## config.mk

```make
export PLATFORM = sky130hd
export DESIGN_NAME = mips_pipe_regs_hz_flat
export DESIGN_NICKNAME = d
export VERILOG_FILES = /design/src/rtl/mips_pipe_regs_hz_if.sv /design/src/rtl/mips_pipe_regs_hz.sv /design/src/flat_wrapper.sv
export SDC_FILE = /design/constraint.sdc
export NUM_CORES = 1
export LEC_CHECK = 0
export CORE_AREA = 4 4 170 172
export CTS_BUF_LIST = sky130_fd_sc_hd__clkbuf_2
export DETAILED_ROUTE_END_ITERATION = 8
export DIE_AREA = 0 0 174 176
export DONT_BUFFER_PORTS = 1
export REMOVE_ABC_BUFFERS = 1
export SYNTH_ARGS = -nofsm -noshare
export SYNTH_HDL_FRONTEND = slang
export SYNTH_SLANG_ARGS = --single-unit
```

## constraint.sdc

```tcl
create_clock -name CLOCK -period 1.5 [get_ports CLOCK]
set_input_delay 0.3 -clock CLOCK [delete_from_list [all_inputs] [get_ports CLOCK]]
set_output_delay 0.3 -clock CLOCK [all_outputs]
set_load 0.1 [all_outputs]
```

## src/rtl/mips_pipe_regs_hz_if.sv

```systemverilog
// Signal bundle between the pipeline register bank and the fetch, decode,
// ALU, data-memory and writeback blocks that surround it.
interface mips_pipe_regs_hz_if #(
   parameter int PC_W    = 10,
   parameter int DATA_W  = 32,
   parameter int ALUOP_W = 4
);
   logic               STALL;
   logic               FLUSH;
   logic [PC_W-1:0]    IF_PC4;
   logic [31:0]        IF_INSTR;
   logic [DATA_W-1:0]  ID_RD1;
   logic [DATA_W-1:0]  ID_RD2;
   logic               ID_REGDST;
   logic               ID_ALUSRC;
   logic [ALUOP_W-1:0] ID_ALUOP;
   logic [1:0]         ID_MEMRW;
   logic               ID_MEMTOREG;
   logic               ID_REGWE;
   logic               ID_BRANCH;
   logic [DATA_W-1:0]  EX_ALU_RESULT;
   logic [DATA_W-1:0]  MEM_READ_DATA;

   logic [31:0]        ID_INSTR;
   logic               ID_VALID;
   logic [4:0]         ID_RS;
   logic [4:0]         ID_RT;
   logic [4:0]         ID_RDF;
   logic [DATA_W-1:0]  EX_RD1;
   logic [DATA_W-1:0]  EX_RD2;
   logic [DATA_W-1:0]  EX_IMM;
   logic [ALUOP_W-1:0] EX_ALUOP;
   logic               EX_ALUSRC;
   logic               EX_VALID;
   logic               MEM_RE;
   logic               MEM_WE;
   logic               MEM_BRANCH;
   logic [PC_W-1:0]    MEM_BRANCH_PC;
   logic [DATA_W-1:0]  MEM_ADDR;
   logic [DATA_W-1:0]  MEM_WDATA;
   logic [DATA_W-1:0]  WB_DATA;
   logic [4:0]         WB_REG;
   logic               WB_WE;

   modport master (
      output STALL, FLUSH, IF_PC4, IF_INSTR, ID_RD1, ID_RD2, ID_REGDST, ID_ALUSRC,
             ID_ALUOP, ID_MEMRW, ID_MEMTOREG, ID_REGWE, ID_BRANCH, EX_ALU_RESULT,
             MEM_READ_DATA,
      input  ID_INSTR, ID_VALID, ID_RS, ID_RT, ID_RDF, EX_RD1, EX_RD2, EX_IMM,
             EX_ALUOP, EX_ALUSRC, EX_VALID, MEM_RE, MEM_WE, MEM_BRANCH, MEM_BRANCH_PC,
             MEM_ADDR, MEM_WDATA, WB_DATA, WB_REG, WB_WE
   );

   modport slave (
      input  STALL, FLUSH, IF_PC4, IF_INSTR, ID_RD1, ID_RD2, ID_REGDST, ID_ALUSRC,
             ID_ALUOP, ID_MEMRW, ID_MEMTOREG, ID_REGWE, ID_BRANCH, EX_ALU_RESULT,
             MEM_READ_DATA,
      output ID_INSTR, ID_VALID, ID_RS, ID_RT, ID_RDF, EX_RD1, EX_RD2, EX_IMM,
             EX_ALUOP, EX_ALUSRC, EX_VALID, MEM_RE, MEM_WE, MEM_BRANCH, MEM_BRANCH_PC,
             MEM_ADDR, MEM_WDATA, WB_DATA, WB_REG, WB_WE
   );
endinterface

```

## src/rtl/mips_pipe_regs_hz.sv

```systemverilog
// Four-stage MIPS pipeline register bank (IF/ID, ID/EX, EX/MEM, MEM/WB) with
// per-stage valid bits, stall bubbles, branch flush and valid-gated strobes.
module mips_pipe_regs_hz #(
   parameter int PC_W    = 10,
   parameter int DATA_W  = 32,
   parameter int ALUOP_W = 4
) (
   input  logic               CLOCK,
   input  logic               RESET,
   mips_pipe_regs_hz_if.slave bus
);
   logic               ifid_valid;
   logic [31:0]        ifid_instr;
   logic [PC_W-1:0]    ifid_pc4;

   logic               idex_valid;
   logic [DATA_W-1:0]  idex_rd1, idex_rd2, idex_imm;
   logic [PC_W-1:0]    idex_pc4;
   logic [4:0]         idex_dest;
   logic [ALUOP_W-1:0] idex_aluop;
   logic               idex_alusrc, idex_memtoreg, idex_regwe, idex_branch;
   logic [1:0]         idex_memrw;

   logic               exmem_valid;
   logic [DATA_W-1:0]  exmem_addr, exmem_wdata;
   logic [PC_W-1:0]    exmem_bpc;
   logic [4:0]         exmem_dest;
   logic [1:0]         exmem_memrw;
   logic               exmem_memtoreg, exmem_regwe, exmem_branch;

   logic               memwb_valid, memwb_regwe;
   logic [DATA_W-1:0]  memwb_data;
   logic [4:0]         memwb_dest;

   logic [DATA_W-1:0]  id_imm;
   logic [4:0]         id_dest;
   logic [PC_W-1:0]    ex_target;

   assign id_imm    = {{(DATA_W-16){ifid_instr[15]}}, ifid_instr[15:0]};
   assign id_dest   = bus.ID_REGDST ? ifid_instr[15:11] : ifid_instr[20:16];
   // Only the low PC_W-2 immediate bits survive the shift, so the sum wraps mod 2^PC_W.
   assign ex_target = idex_pc4 + {idex_imm[PC_W-3:0], 2'b00};

   // NOTE: every pipeline register uses <= so all stages sample the old values of the stage before.
   always_ff @(posedge CLOCK) begin
      if (RESET) begin
         ifid_valid <= 1'b0;
         ifid_instr <= '0;
         ifid_pc4   <= '0;
      end else if (bus.FLUSH) begin
         ifid_valid <= 1'b0;
         ifid_instr <= '0;
         ifid_pc4   <= '0;
      end else if (!bus.STALL) begin
         ifid_valid <= 1'b1;
         ifid_instr <= bus.IF_INSTR;
         ifid_pc4   <= bus.IF_PC4;
      end
   end

   always_ff @(posedge CLOCK) begin
      if (RESET) begin
         idex_valid <= 1'b0;  idex_rd1 <= '0;  idex_rd2 <= '0;  idex_imm <= '0;
         idex_pc4   <= '0;    idex_dest <= '0; idex_aluop <= '0;
         idex_alusrc <= 1'b0; idex_memrw <= '0; idex_memtoreg <= 1'b0;
         idex_regwe  <= 1'b0; idex_branch <= 1'b0;
      end else begin
         // NOTE: data fields load even into a bubble; clearing valid and controls is enough.
         idex_rd1  <= bus.ID_RD1;
         idex_rd2  <= bus.ID_RD2;
         idex_imm  <= id_imm;
         idex_pc4  <= ifid_pc4;
         idex_dest <= id_dest;
         if (bus.FLUSH || bus.STALL) begin
            idex_valid <= 1'b0;  idex_aluop <= '0;   idex_alusrc <= 1'b0;
            idex_memrw <= '0;    idex_memtoreg <= 1'b0;
            idex_regwe <= 1'b0;  idex_branch <= 1'b0;
         end else begin
            idex_valid    <= ifid_valid;
            idex_aluop    <= bus.ID_ALUOP;
            idex_alusrc   <= bus.ID_ALUSRC;
            idex_memrw    <= bus.ID_MEMRW;
            idex_memtoreg <= bus.ID_MEMTOREG;
            idex_regwe    <= bus.ID_REGWE;
            idex_branch   <= bus.ID_BRANCH;
         end
      end
   end

   always_ff @(posedge CLOCK) begin
      if (RESET) begin
         exmem_valid <= 1'b0; exmem_addr <= '0;  exmem_wdata <= '0; exmem_bpc <= '0;
         exmem_dest  <= '0;   exmem_memrw <= '0; exmem_memtoreg <= 1'b0;
         exmem_regwe <= 1'b0; exmem_branch <= 1'b0;
      end else begin
         exmem_addr  <= bus.EX_ALU_RESULT;
         exmem_wdata <= idex_rd2;
         exmem_bpc   <= ex_target;
         exmem_dest  <= idex_dest;
         if (bus.FLUSH) begin
            exmem_valid <= 1'b0;  exmem_memrw <= '0; exmem_memtoreg <= 1'b0;
            exmem_regwe <= 1'b0;  exmem_branch <= 1'b0;
         end else begin
            exmem_valid    <= idex_valid;
            exmem_memrw    <= idex_memrw;
            exmem_memtoreg <= idex_memtoreg;
            exmem_regwe    <= idex_regwe;
            exmem_branch   <= idex_branch;
         end
      end
   end

   always_ff @(posedge CLOCK) begin
      if (RESET) begin
         memwb_valid <= 1'b0;
         memwb_regwe <= 1'b0;
         memwb_data  <= '0;
         memwb_dest  <= '0;
      end else begin
         memwb_valid <= exmem_valid;
         memwb_regwe <= exmem_regwe;
         memwb_data  <= exmem_memtoreg ? bus.MEM_READ_DATA : exmem_addr;
         memwb_dest  <= exmem_dest;
      end
   end

   assign bus.ID_INSTR      = ifid_instr;
   assign bus.ID_VALID      = ifid_valid;
   assign bus.ID_RS         = ifid_instr[25:21];
   assign bus.ID_RT         = ifid_instr[20:16];
   assign bus.ID_RDF        = ifid_instr[15:11];
   assign bus.EX_RD1        = idex_rd1;
   assign bus.EX_RD2        = idex_rd2;
   assign bus.EX_IMM        = idex_imm;
   assign bus.EX_ALUOP      = idex_aluop;
   assign bus.EX_ALUSRC     = idex_alusrc;
   assign bus.EX_VALID      = idex_valid;
   assign bus.MEM_RE        = exmem_memrw[0] & exmem_valid;
   assign bus.MEM_WE        = exmem_memrw[1] & exmem_valid;
   assign bus.MEM_BRANCH    = exmem_branch & exmem_valid;
   assign bus.MEM_BRANCH_PC = exmem_bpc;
   assign bus.MEM_ADDR      = exmem_addr;
   assign bus.MEM_WDATA     = exmem_wdata;
   assign bus.WB_DATA       = memwb_data;
   assign bus.WB_REG        = memwb_dest;
   assign bus.WB_WE         = memwb_regwe & memwb_valid;
endmodule
```

## src/flat_wrapper.sv

```systemverilog
// flat-port wrapper written by rule: the top's interface ports become plain ports
module mips_pipe_regs_hz_flat 
#(
   parameter int PC_W    = 10,
   parameter int DATA_W  = 32,
   parameter int ALUOP_W = 4
)
  (CLOCK, RESET, bus_STALL, bus_FLUSH, bus_IF_PC4, bus_IF_INSTR, bus_ID_RD1, bus_ID_RD2, bus_ID_REGDST, bus_ID_ALUSRC, bus_ID_ALUOP, bus_ID_MEMRW, bus_ID_MEMTOREG, bus_ID_REGWE, bus_ID_BRANCH, bus_EX_ALU_RESULT, bus_MEM_READ_DATA, bus_ID_INSTR, bus_ID_VALID, bus_ID_RS, bus_ID_RT, bus_ID_RDF, bus_EX_RD1, bus_EX_RD2, bus_EX_IMM, bus_EX_ALUOP, bus_EX_ALUSRC, bus_EX_VALID, bus_MEM_RE, bus_MEM_WE, bus_MEM_BRANCH, bus_MEM_BRANCH_PC, bus_MEM_ADDR, bus_MEM_WDATA, bus_WB_DATA, bus_WB_REG, bus_WB_WE);
  mips_pipe_regs_hz_if #(.PC_W(PC_W), .DATA_W(DATA_W), .ALUOP_W(ALUOP_W)) bus_i ();
  input  logic CLOCK;
  input  logic RESET;
  input wire logic [$bits(bus_i.STALL)-1:0] bus_STALL;
  input wire logic [$bits(bus_i.FLUSH)-1:0] bus_FLUSH;
  input wire logic [$bits(bus_i.IF_PC4)-1:0] bus_IF_PC4;
  input wire logic [$bits(bus_i.IF_INSTR)-1:0] bus_IF_INSTR;
  input wire logic [$bits(bus_i.ID_RD1)-1:0] bus_ID_RD1;
  input wire logic [$bits(bus_i.ID_RD2)-1:0] bus_ID_RD2;
  input wire logic [$bits(bus_i.ID_REGDST)-1:0] bus_ID_REGDST;
  input wire logic [$bits(bus_i.ID_ALUSRC)-1:0] bus_ID_ALUSRC;
  input wire logic [$bits(bus_i.ID_ALUOP)-1:0] bus_ID_ALUOP;
  input wire logic [$bits(bus_i.ID_MEMRW)-1:0] bus_ID_MEMRW;
  input wire logic [$bits(bus_i.ID_MEMTOREG)-1:0] bus_ID_MEMTOREG;
  input wire logic [$bits(bus_i.ID_REGWE)-1:0] bus_ID_REGWE;
  input wire logic [$bits(bus_i.ID_BRANCH)-1:0] bus_ID_BRANCH;
  input wire logic [$bits(bus_i.EX_ALU_RESULT)-1:0] bus_EX_ALU_RESULT;
  input wire logic [$bits(bus_i.MEM_READ_DATA)-1:0] bus_MEM_READ_DATA;
  output wire logic [$bits(bus_i.ID_INSTR)-1:0] bus_ID_INSTR;
  output wire logic [$bits(bus_i.ID_VALID)-1:0] bus_ID_VALID;
  output wire logic [$bits(bus_i.ID_RS)-1:0] bus_ID_RS;
  output wire logic [$bits(bus_i.ID_RT)-1:0] bus_ID_RT;
  output wire logic [$bits(bus_i.ID_RDF)-1:0] bus_ID_RDF;
  output wire logic [$bits(bus_i.EX_RD1)-1:0] bus_EX_RD1;
  output wire logic [$bits(bus_i.EX_RD2)-1:0] bus_EX_RD2;
  output wire logic [$bits(bus_i.EX_IMM)-1:0] bus_EX_IMM;
  output wire logic [$bits(bus_i.EX_ALUOP)-1:0] bus_EX_ALUOP;
  output wire logic [$bits(bus_i.EX_ALUSRC)-1:0] bus_EX_ALUSRC;
  output wire logic [$bits(bus_i.EX_VALID)-1:0] bus_EX_VALID;
  output wire logic [$bits(bus_i.MEM_RE)-1:0] bus_MEM_RE;
  output wire logic [$bits(bus_i.MEM_WE)-1:0] bus_MEM_WE;
  output wire logic [$bits(bus_i.MEM_BRANCH)-1:0] bus_MEM_BRANCH;
  output wire logic [$bits(bus_i.MEM_BRANCH_PC)-1:0] bus_MEM_BRANCH_PC;
  output wire logic [$bits(bus_i.MEM_ADDR)-1:0] bus_MEM_ADDR;
  output wire logic [$bits(bus_i.MEM_WDATA)-1:0] bus_MEM_WDATA;
  output wire logic [$bits(bus_i.WB_DATA)-1:0] bus_WB_DATA;
  output wire logic [$bits(bus_i.WB_REG)-1:0] bus_WB_REG;
  output wire logic [$bits(bus_i.WB_WE)-1:0] bus_WB_WE;
  assign bus_i.STALL = bus_STALL;
  assign bus_i.FLUSH = bus_FLUSH;
  assign bus_i.IF_PC4 = bus_IF_PC4;
  assign bus_i.IF_INSTR = bus_IF_INSTR;
  assign bus_i.ID_RD1 = bus_ID_RD1;
  assign bus_i.ID_RD2 = bus_ID_RD2;
  assign bus_i.ID_REGDST = bus_ID_REGDST;
  assign bus_i.ID_ALUSRC = bus_ID_ALUSRC;
  assign bus_i.ID_ALUOP = bus_ID_ALUOP;
  assign bus_i.ID_MEMRW = bus_ID_MEMRW;
  assign bus_i.ID_MEMTOREG = bus_ID_MEMTOREG;
  assign bus_i.ID_REGWE = bus_ID_REGWE;
  assign bus_i.ID_BRANCH = bus_ID_BRANCH;
  assign bus_i.EX_ALU_RESULT = bus_EX_ALU_RESULT;
  assign bus_i.MEM_READ_DATA = bus_MEM_READ_DATA;
  assign bus_ID_INSTR = bus_i.ID_INSTR;
  assign bus_ID_VALID = bus_i.ID_VALID;
  assign bus_ID_RS = bus_i.ID_RS;
  assign bus_ID_RT = bus_i.ID_RT;
  assign bus_ID_RDF = bus_i.ID_RDF;
  assign bus_EX_RD1 = bus_i.EX_RD1;
  assign bus_EX_RD2 = bus_i.EX_RD2;
  assign bus_EX_IMM = bus_i.EX_IMM;
  assign bus_EX_ALUOP = bus_i.EX_ALUOP;
  assign bus_EX_ALUSRC = bus_i.EX_ALUSRC;
  assign bus_EX_VALID = bus_i.EX_VALID;
  assign bus_MEM_RE = bus_i.MEM_RE;
  assign bus_MEM_WE = bus_i.MEM_WE;
  assign bus_MEM_BRANCH = bus_i.MEM_BRANCH;
  assign bus_MEM_BRANCH_PC = bus_i.MEM_BRANCH_PC;
  assign bus_MEM_ADDR = bus_i.MEM_ADDR;
  assign bus_MEM_WDATA = bus_i.MEM_WDATA;
  assign bus_WB_DATA = bus_i.WB_DATA;
  assign bus_WB_REG = bus_i.WB_REG;
  assign bus_WB_WE = bus_i.WB_WE;
  mips_pipe_regs_hz #(.PC_W(PC_W), .DATA_W(DATA_W), .ALUOP_W(ALUOP_W)) u_core (.CLOCK(CLOCK), .RESET(RESET), .bus(bus_i));
endmodule
```

==> impl_summary.md, run 1 <==
Status
The run stopped with a tool error. The halt point of the flow is clock tree synthesis. The tool reported: "[ERROR RSZ-0060] Max buffer count reached".

Yosys
The cell count after synthesis came out at 739. Dividing the synthesized area by the synthesized cell count gives 11.5 um2. Synthesis inferred 273 register bits. The summed instance area of the synthesized netlist is 8480 um2. Summing the sequential cell areas from Yosys gives 64.4% of the chip area. The count of unique library cells instantiated by Yosys is 30. The Yosys step of the flow raised 0 warnings.

CTS
Clock tree synthesis found a total of 273 sinks. The H-tree was split into 3 levels. The number of clock buffers added by TritonCTS is 72. Gates resized during post-CTS repair numbered 914. The clock passes through at most 3 buffers. The CTS root buffer is sky130_fd_sc_hd__clkbuf_2. After clock tree synthesis, the setup repair step added 14 buffers. The number of buffers inserted for hold repair after clock tree synthesis is 284.

Place
The number of placed instances, taps included is 1273. The placed wire-length estimate is 16.2 mm. The weighted congestion reported at the end of routability-driven placement is 0.745. Once placement finished, the instance area stood at 10700 um2. The count of buffers inserted at the top-level ports is 0.

Floorplan
The site row count is 61. 450 I/O pins were placed. The floorplan die height is 176 um.

The starting density of the core is 30.9%. The die boundary width is 174 um.
kinds of logic after synthesis:
group,count (synthesis),synth area share (%)
buffers and inverters,71,4.65
adder cells (fa/ha/maj),8,1.27
AO/OA/AOI/OAI,16,1.22
AND/OR/NAND/NOR,289,18.8
flip-flops,273,64.4
XOR/XNOR,3,0.310
multiplexers,79,9.32
cell usage after synthesis:
library cell / number / area share [%]
sky130_fd_sc_hd__o211ai_1: 1 / 0.089
sky130_fd_sc_hd__nand3_1: 2 / 0.12
sky130_fd_sc_hd__mux2i_1: 79 / 9.3
sky130_fd_sc_hd__fa_1: 1 / 0.24
sky130_fd_sc_hd__o21ai_0: 2 / 0.12
sky130_fd_sc_hd__or2_2: 1 / 0.074
sky130_fd_sc_hd__nor2_1: 86 / 3.8
sky130_fd_sc_hd__nand4_1: 1 / 0.074
sky130_fd_sc_hd__nor4b_1: 1 / 0.10
sky130_fd_sc_hd__inv_1: 1 / 0.044
sky130_fd_sc_hd__a31o_1: 1 / 0.10
sky130_fd_sc_hd__nor2b_1: 170 / 13
sky130_fd_sc_hd__xnor2_1: 2 / 0.21
sky130_fd_sc_hd__and2_1: 20 / 1.5
sky130_fd_sc_hd__or3b_2: 1 / 0.10
sky130_fd_sc_hd__nand2b_1: 1 / 0.074
sky130_fd_sc_hd__a211oi_1: 2 / 0.18
sky130_fd_sc_hd__or4_1: 1 / 0.089
sky130_fd_sc_hd__a21o_1: 5 / 0.44
sky130_fd_sc_hd__nor3_1: 3 / 0.18
sky130_fd_sc_hd__buf_2: 9 / 0.53
sky130_fd_sc_hd__xor2_1: 1 / 0.10
sky130_fd_sc_hd__clkbuf_1: 26 / 1.2
sky130_fd_sc_hd__buf_1: 4 / 0.18
sky130_fd_sc_hd__or3_1: 1 / 0.074
sky130_fd_sc_hd__nor3b_1: 1 / 0.089
sky130_fd_sc_hd__ha_1: 7 / 1.0
sky130_fd_sc_hd__a21oi_1: 5 / 0.29
sky130_fd_sc_hd__buf_4: 31 / 2.7
sky130_fd_sc_hd__dfxtp_1: 273 / 64
metrics by stage:
stage	worst slack [ps]	hold WS [ps]
2_1_floorplan	-10020	369
3_3_place_gp	-201	384
3_5_place_dp	-240	387
==> inputs of run 2 (changes only) <==
--- a/config.mk
+++ b/config.mk
@@ -5,11 +5,11 @@
 export SDC_FILE = /design/constraint.sdc
 export NUM_CORES = 1
 export LEC_CHECK = 0
-export CORE_AREA = 4 4 170 172
-export CTS_BUF_LIST = sky130_fd_sc_hd__clkbuf_2
+export CORE_AREA = 4 4 171 173
 export DETAILED_ROUTE_END_ITERATION = 8
-export DIE_AREA = 0 0 174 176
+export DIE_AREA = 0 0 175 177
 export DONT_BUFFER_PORTS = 1
+export PLACE_DENSITY_LB_ADDON = 0.15
 export REMOVE_ABC_BUFFERS = 1
 export SYNTH_ARGS = -nofsm -noshare
 export SYNTH_HDL_FRONTEND = slang
==> constraint.sdc (replaced) <==
create_clock -name CLOCK -period 2 [get_ports CLOCK]
set_input_delay 0.4 -clock CLOCK [delete_from_list [all_inputs] [get_ports CLOCK]]
set_output_delay 0.4 -clock CLOCK [all_outputs]
set_load 0.1 [all_outputs]
==> impl_summary.md, run 2 <==
Status
The checks that failed: negative setup slack. Status: finished with violations (was stopped before the end).

Yosys
The leading cell type by number of instances after synthesis is sky130_fd_sc_hd__dfxtp_1 (unchanged). The post-synthesis sequential element count came to 273 (unchanged). The area fraction of the dominant cell type after synthesis came to 64.4% (unchanged). The count of unique library cells instantiated by Yosys was 30 (unchanged).

The largest area contributor in the netlist is sky130_fd_sc_hd__dfxtp_1 (unchanged). The register area share after synthesis is 64.4% (unchanged). The synthesized area divided by synthesized cell count is 11.5 um2 (unchanged).

The fraction of registers with async set/reset was 0% (unchanged). The number of enable-type register cells in the synthesized netlist came to 0 (unchanged). The most used flip-flop cell after synthesis is sky130_fd_sc_hd__dfxtp_1 (unchanged). The number of instances in the synthesized netlist came to 739 (unchanged).

Most numerous cell types in the synthesized netlist: sky130_fd_sc_hd__dfxtp_1 (273), sky130_fd_sc_hd__nor2b_1 (170), sky130_fd_sc_hd__nor2_1 (86) (unchanged). The summed instance area of the synthesized netlist was 8480 um2 (unchanged). Cell types occupying the most area after synthesis: sky130_fd_sc_hd__dfxtp_1 (64%), sky130_fd_sc_hd__nor2b_1 (13%), sky130_fd_sc_hd__mux2i_1 (9.3%) (unchanged). The synthesis warning total was 0 (unchanged).

Cells and area
The footprint of the flip-flops and latches is 5490 um2. At the end of the flow the core is filled with cells to 49.0%. The multi-input combinational cell area is 2620 um2. The repair_antennas step left the layout with diodes totalling 0. The finished cells cover 13500 um2. The final-layout fill cell count is 2552. After the last flow step, the layout net total stands at 1334. In the final layout, the share of cells above drive strength 1 is 26.5%.

From synthesis to final layout, the design area changed by 59.7%. The library cells used most frequently in the layout, excluding fill and tap cells, are sky130_fd_sc_hd__dfxtp_1 (256), sky130_fd_sc_hd__buf_4 (233), sky130_fd_sc_hd__dlygate4sd3_1 (197). The library cell used most frequently in the layout, excluding fill and tap cells, is sky130_fd_sc_hd__dfxtp_1.

Floorplan
The site row count came to 61 (unchanged). The starting density of the core is 30.7% (was 30.9%). The floorplan die area is 31000 um2.

The region available for standard cell placement spans 27600 um2. The number of top-level pins is 450 (unchanged). The floorplan die height is 177 um (was 176 um). The die boundary width is 175 um (was 174 um).

Detailed routing
The number of vias per cell after detailed routing is 4.21. The final wirelength is 26.7 mm. The starting DRC count in detailed routing is 206. Before antenna repair, the detailed router went through 4 iterations.

The number of nets still failing antenna checks after routing is 0. For this run, design rule violations remaining after detail routing come to 0. Summing over every cut layer, the via total after detailed routing is 6483.

After detailed routing, the average wire length per cell comes to 17.3 um.

Critical path
Traced cell by cell, the critical path runs through buf_16. The number of buffers and inverters on the critical path is 1. Data on the critical path arrives at its endpoint at 1700 ps. The data required time of the worst path is 1600 ps.

On the worst path, the slowest cell contributes a delay of 650 ps. Along the worst path, the maximum fanout reaches 6. STA classifies the critical path endpoint as a primary output. The slack of the worst reg-to-reg path is 120 ps. The family with the most delay on the worst path is flip-flops.

The critical path startpoint category is a register. The worst setup path is of the reg2out kind. On the critical path, the stage with the largest delay is an instance of sky130_fd_sc_hd__dfxtp_4.

Power
The total power after layout is 13800 uW. The reported leakage power is 0.00612 uW. The worst ir drop on vdd is 643 uV.

For this design the ratio of total power to cell area is 1020 nW/um2.

CTS
Clock-pin slew was measured on the worst setup and hold paths at 60 ps. TritonCTS built the clock tree. The number of H-tree levels is 1 (was 3). The CTS root buffer is sky130_fd_sc_hd__clkbuf_16 (was sky130_fd_sc_hd__clkbuf_2).

The clock sink count came to 273 (unchanged). The setup fix buffers added after clock tree synthesis is 0 (was 14). At the later pin of the worst-skew pair, clock insertion delay measures 530 ps.

The number of CTS-inserted buffers was 30 (was 72). The number of buffers between clock root and the deepest sink is 3 (unchanged).

Timing
For this run, the top clock speed supported by timing is 475 MHz. The remaining max-slew budget at the tightest pin is 37.8%. In the finished design, the share of the clock period the worst path needs comes to 105%.

The final critical-path required period is 2100 ps. Setup repair after global routing could not meet its margin everywhere. At the pin with the least slew margin, the transition time is 929 ps. Setup violations remaining at the end of the flow were counted as 10.

The final hold violation count was 0. The setup slack of the critical path after layout is -104 ps. Clock skew on the completed layout was measured at 12.6 ps.

The aggregate negative setup slack is -955 ps. The max-slew violation total from the final report came to 0.

Place
The count of buffers inserted at the top-level ports is 0 (unchanged). The placed wire-length estimate is 17.1 mm (was 16.2 mm). The weighted congestion reported at the end of routability-driven placement came to 0.769 (was 0.745). The area of placed instances is 10500 um2 (was 10700 um2).

Min path
The class of the tightest hold or removal check is in2reg.

GRT
The via count of the first global-routing pass is 6969. The total global-route track usage is 16.1%. The initial antenna violation count came to 0. Entering global routing, the biggest net connects 91 pins.

The wire length of the first global-routing pass is 39.6 mm. The total overflow left after global routing is 0.

Run
The tool flagged a number of max-cap violations equal to 0.
-- run 2: cell counts after synthesis --
Identical to the previous run, type by type.
-- run 2: logic make-up after synthesis --
kind of cell | synth area share, %
AND/OR/NAND/NOR | 18.8
XOR/XNOR | 0.310
multiplexers | 9.32
adder cells (fa/ha/maj) | 1.27
flip-flops | 64.4
AO/OA/AOI/OAI | 1.22
buffers and inverters | 4.65
-- run 2: stage by stage --
| step | hold slack (ps) | setup WS, ps | std cells |
|---|---|---|---|
| 6_report | 24.3 | -104 | 1540 |
| 5_1_grt | 1.22 | -167 | 1540 |
| 4_1_cts | 0.0351 | -149 | 1539 |
| 3_5_place_dp | 420 | 232 | 1288 |
| 3_3_place_gp | 418 | 301 | 1288 |
| 2_1_floorplan | 406 | -9620 | 669 |
-- run 2: what timing repair did --
item,CTS,global route
hold buffers,198,1
gates resized for setup,1,0
endpoints found under the setup margin,14,14
hold endpoints to repair,234,1
-- run 2: power by group --
part / switching (uW) / leakage, uW / internal [uW] / total (uW)
Combinational: 1860 / 0.00336 / 638 / 2500
Sequential: 77.8 / 0.00225 / 5650 / 5730
Clock: 2130 / 0.000501 / 3410 / 5540
-- run 2: layout make-up --
| type | count | area share, % |
|---|---|---|
| Tap cell | 378 | 3.49 |
| Clock inverter | 6 | 0.637 |
| Timing Repair Buffer | 440 | 29.1 |
| Inverter | 1 | 0.0277 |
| Multi-Input combinational cell | 395 | 19.4 |
| Sequential cell | 273 | 40.5 |
| Clock buffer | 47 | 6.84 |
-- run 2: path summary, 6_finish.rpt --
check | cells past startpoint | start | end
max | 1 | u_core.bus.EX_IMM[15] | bus_EX_IMM[16]
min | 1 | bus_ID_RD2[31] | u_core.bus.EX_RD2[31]
max reg2reg | 5 | u_core.bus.EX_IMM[0] | u_core.bus.MEM_BRANCH_PC[4]
min reg2reg | 1 | u_core.idex_dest[2] | u_core.exmem_dest[2]
-- run 2: routing by layer --
layer  up-vias  GRT usage (%)  wire length [um]
met5         -              0                 0
met4         0           4.09               546
met3        34           5.62              2450
met2       297           31.3             14200
met1      3046           16.4              9490
li1       3106              -                 -
No activity file was read; power rests on OpenSTA's default activity.
==> inputs of run 3 (changes only) <==
--- a/config.mk
+++ b/config.mk
@@ -11,6 +11,7 @@
 export DONT_BUFFER_PORTS = 1
 export PLACE_DENSITY_LB_ADDON = 0.15
 export REMOVE_ABC_BUFFERS = 1
+export SKIP_CTS_REPAIR_TIMING = 1
 export SYNTH_ARGS = -nofsm -noshare
 export SYNTH_HDL_FRONTEND = slang
 export SYNTH_SLANG_ARGS = --single-unit
==> impl_summary.md, run 3 (same netlist as run 2, synthesis figures left out) <==
Status
Status: finished with violations (unchanged). Failing checks: negative setup slack (unchanged).

Floorplan
The number of top-level pins came to 450 (unchanged). The floorplan die area is 31000 um2 (unchanged). The floorplan die height is 177 um (unchanged). The starting density of the core is 30.7% (unchanged). The core area came to 27600 um2 (unchanged). The die boundary width is 175 um (unchanged).

The site row count is 61 (unchanged).

Detailed routing
The final wirelength came to 25.5 mm (was 26.7 mm). The starting DRC count in detailed routing is 167 (was 206). The number of nets still failing antenna checks after routing is 0 (unchanged). The average detailed-routed wire length per instance is 17.6 um (was 17.3 um). The number of vias per cell after detailed routing is 4.20 (was 4.21).

The routed length on met3 was 2.50 mm (was 2.45 mm). The top routing layer in use is met4 (unchanged). The met1 layer wirelength in the final routing came to 8.98 mm (was 9.49 mm). The detailed-route via count is 6075 (was 6483). The detailed-routing iteration count for the pre-antenna-repair pass is 4 (unchanged). The total met2 wirelength after detailed routing is 13.3 mm (was 14.2 mm). The DRC violations left came to 0 (unchanged).

Power
The power per cell area was 1080 nW/um2 (was 1020 nW/um2). The reported leakage power is 0.00559 uW (was 0.00612 uW). The worst ir drop on vdd came to 650 uV (was 643 uV). The total power after layout is 13700 uW (was 13800 uW).

Timing
The number of failing setup endpoints in the final timing report is 10 (unchanged). Setup repair after global routing missed its margin: yes (unchanged). The remaining max-slew budget at the tightest pin is 60.9% (was 37.8%). The worst hold slack came to 2.61 ps (was 24.3 ps). The final critical-path required period is 2100 ps (about the same). The slew at the pin with the worst max-slew slack is 586 ps (was 929 ps).

The setup clock skew after layout is 13.6 ps (was 12.6 ps). The aggregate negative setup slack came to -931 ps (was -955 ps). The final worst-path cycle share is 105% (about the same).

The setup slack of the critical path after layout is -102 ps (was -104 ps). The final hold violation count is 0 (unchanged). The max-slew violation total from the final report came to 0 (unchanged). The top achievable clock speed is 476 MHz (was 475 MHz).

Cells and area
The share of post-route cells with drive strength above 1 was 28.9% (was 26.5%). The most common cell after layout, fill and taps aside is sky130_fd_sc_hd__dfxtp_1 (unchanged). The footprint of the flip-flops and latches is 5490 um2 (unchanged). The antenna cell count is 0 (unchanged). Top library cells by usage in the layout, fill and taps aside: sky130_fd_sc_hd__dfxtp_1 (256), sky130_fd_sc_hd__buf_4 (233), sky130_fd_sc_hd__nor2b_1 (170) (was sky130_fd_sc_hd__dfxtp_1 (256), sky130_fd_sc_hd__buf_4 (233), sky130_fd_sc_hd__dlygate4sd3_1 (197)). The net count reported at finish is 1240 (was 1334). The multi-input combinational cell area is 2620 um2 (unchanged).

The count of non-filler cells in the finished layout was 1446 (was 1540). The final-layout fill cell count is 2599 (was 2552). The area added between synthesis and finish was 48.8% (was 59.7%).

CTS
The CTS root buffer is sky130_fd_sc_hd__clkbuf_16 (unchanged). The number of buffers between clock root and the deepest sink is 3 (unchanged). The latest clock arrival within the worst-skew pair is 540 ps (was 530 ps). The number of H-tree levels is 1 (unchanged). The CTS tree is built (unchanged).

The clock sink count came to 273 (unchanged). The number of CTS-inserted buffers was 30 (unchanged). The clock-pin transition on the worst setup and hold timing paths is 60 ps (about the same).

Critical path
The signal arrival time at the worst endpoint is 1700 ps (about the same). The family with the most delay on the worst path was flip-flops (unchanged). The delay contributed by the slowest stage of the critical path is 640 ps (was 650 ps). Cell Chain, Critical Path: buf_16 (unchanged). The critical path startpoint category is a register (unchanged).

The sort of element at the end of the critical path is a primary output (unchanged). The total buffers and inverters traversed by the critical path is 1 (unchanged). The data required time of the worst path came to 1600 ps (about the same). The maximum fanout encountered on the critical timing path came to 6 (unchanged). The class of the most critical setup path is reg2out (unchanged). The library cell contributing the largest single delay on the critical path was sky130_fd_sc_hd__dfxtp_4 (unchanged).

Place
The worst slack at placement is 232 ps (unchanged). The count of buffers inserted at the top-level ports is 0 (unchanged). The weighted congestion reported at the end of routability-driven placement came to 0.769 (unchanged). The number of placed instances, taps included is 1288 (unchanged). The placed wire-length estimate is 17.1 mm (unchanged).

GRT
The total global-route track usage was 13.9% (was 16.1%). The initial antenna violation count is 0 (unchanged). The overall overflow remaining after global route is 0 (unchanged). The largest net degree at the start of global routing was 219 (was 91).

The wire length of the first global-routing pass is 34.1 mm (was 39.6 mm). The via count of the first global-routing pass came to 5910 (was 6969).

Run
The number of violations of the max-capacitance limit is 0 (unchanged).

Min path
The class of the tightest hold or removal check is in2reg (unchanged).
## run 3: cell types whose count changed in the layout (fill, tap and decap cells not counted), sizes merged
| cell | before | now |
|---|---|---|
| buf | 243 | 244 |
| dlygate4sd3 | 197 | 102 |
## run 3: path summary, 6_finish.rpt
kind	slack (ps)	end	cells after the start	from
setup / recovery	-100	bus_EX_IMM[16]	1	u_core.bus.EX_IMM[15]
hold / removal	3	u_core.bus.MEM_ADDR[18]	1	bus_EX_ALU_RESULT[18]
setup reg to reg	240	u_core.bus.MEM_BRANCH_PC[7]	5	u_core.bus.EX_IMM[1]
hold reg to reg	430	u_core.bus.WB_REG[3]	1	u_core.exmem_dest[3]
## run 3: per-stage QoR
step,util (%),instance area [um2]
after detailed placement,38.0,10500
final,45.7,12600
after CTS,41.7,11500
after global placement,38.0,10500
after global routing,45.7,12600
after floorplan,-,8090
## run 3: metal layers
layer	global-route usage [%]	vias up
met3	5.98	35
met4	3.50	0
met2	26.3	296
met5	0	-
met1	14.0	2824
li1	-	2920
## run 3: final cells by class
cell class              count  area share (%)
multi-input cells         395            20.8
clock buffers              47            7.34
clock inverters             6           0.684
well taps                 378            3.75
repair buffers            346            23.9
inverters                   1          0.0297
flip-flops and latches    273            43.5
## run 3: power by group
group	internal, uW	total (uW)	switching, uW
combinational	550	2410	1860
clock	3410	5520	2100
sequential	5650	5730	76.6
total	9610	13700	4040
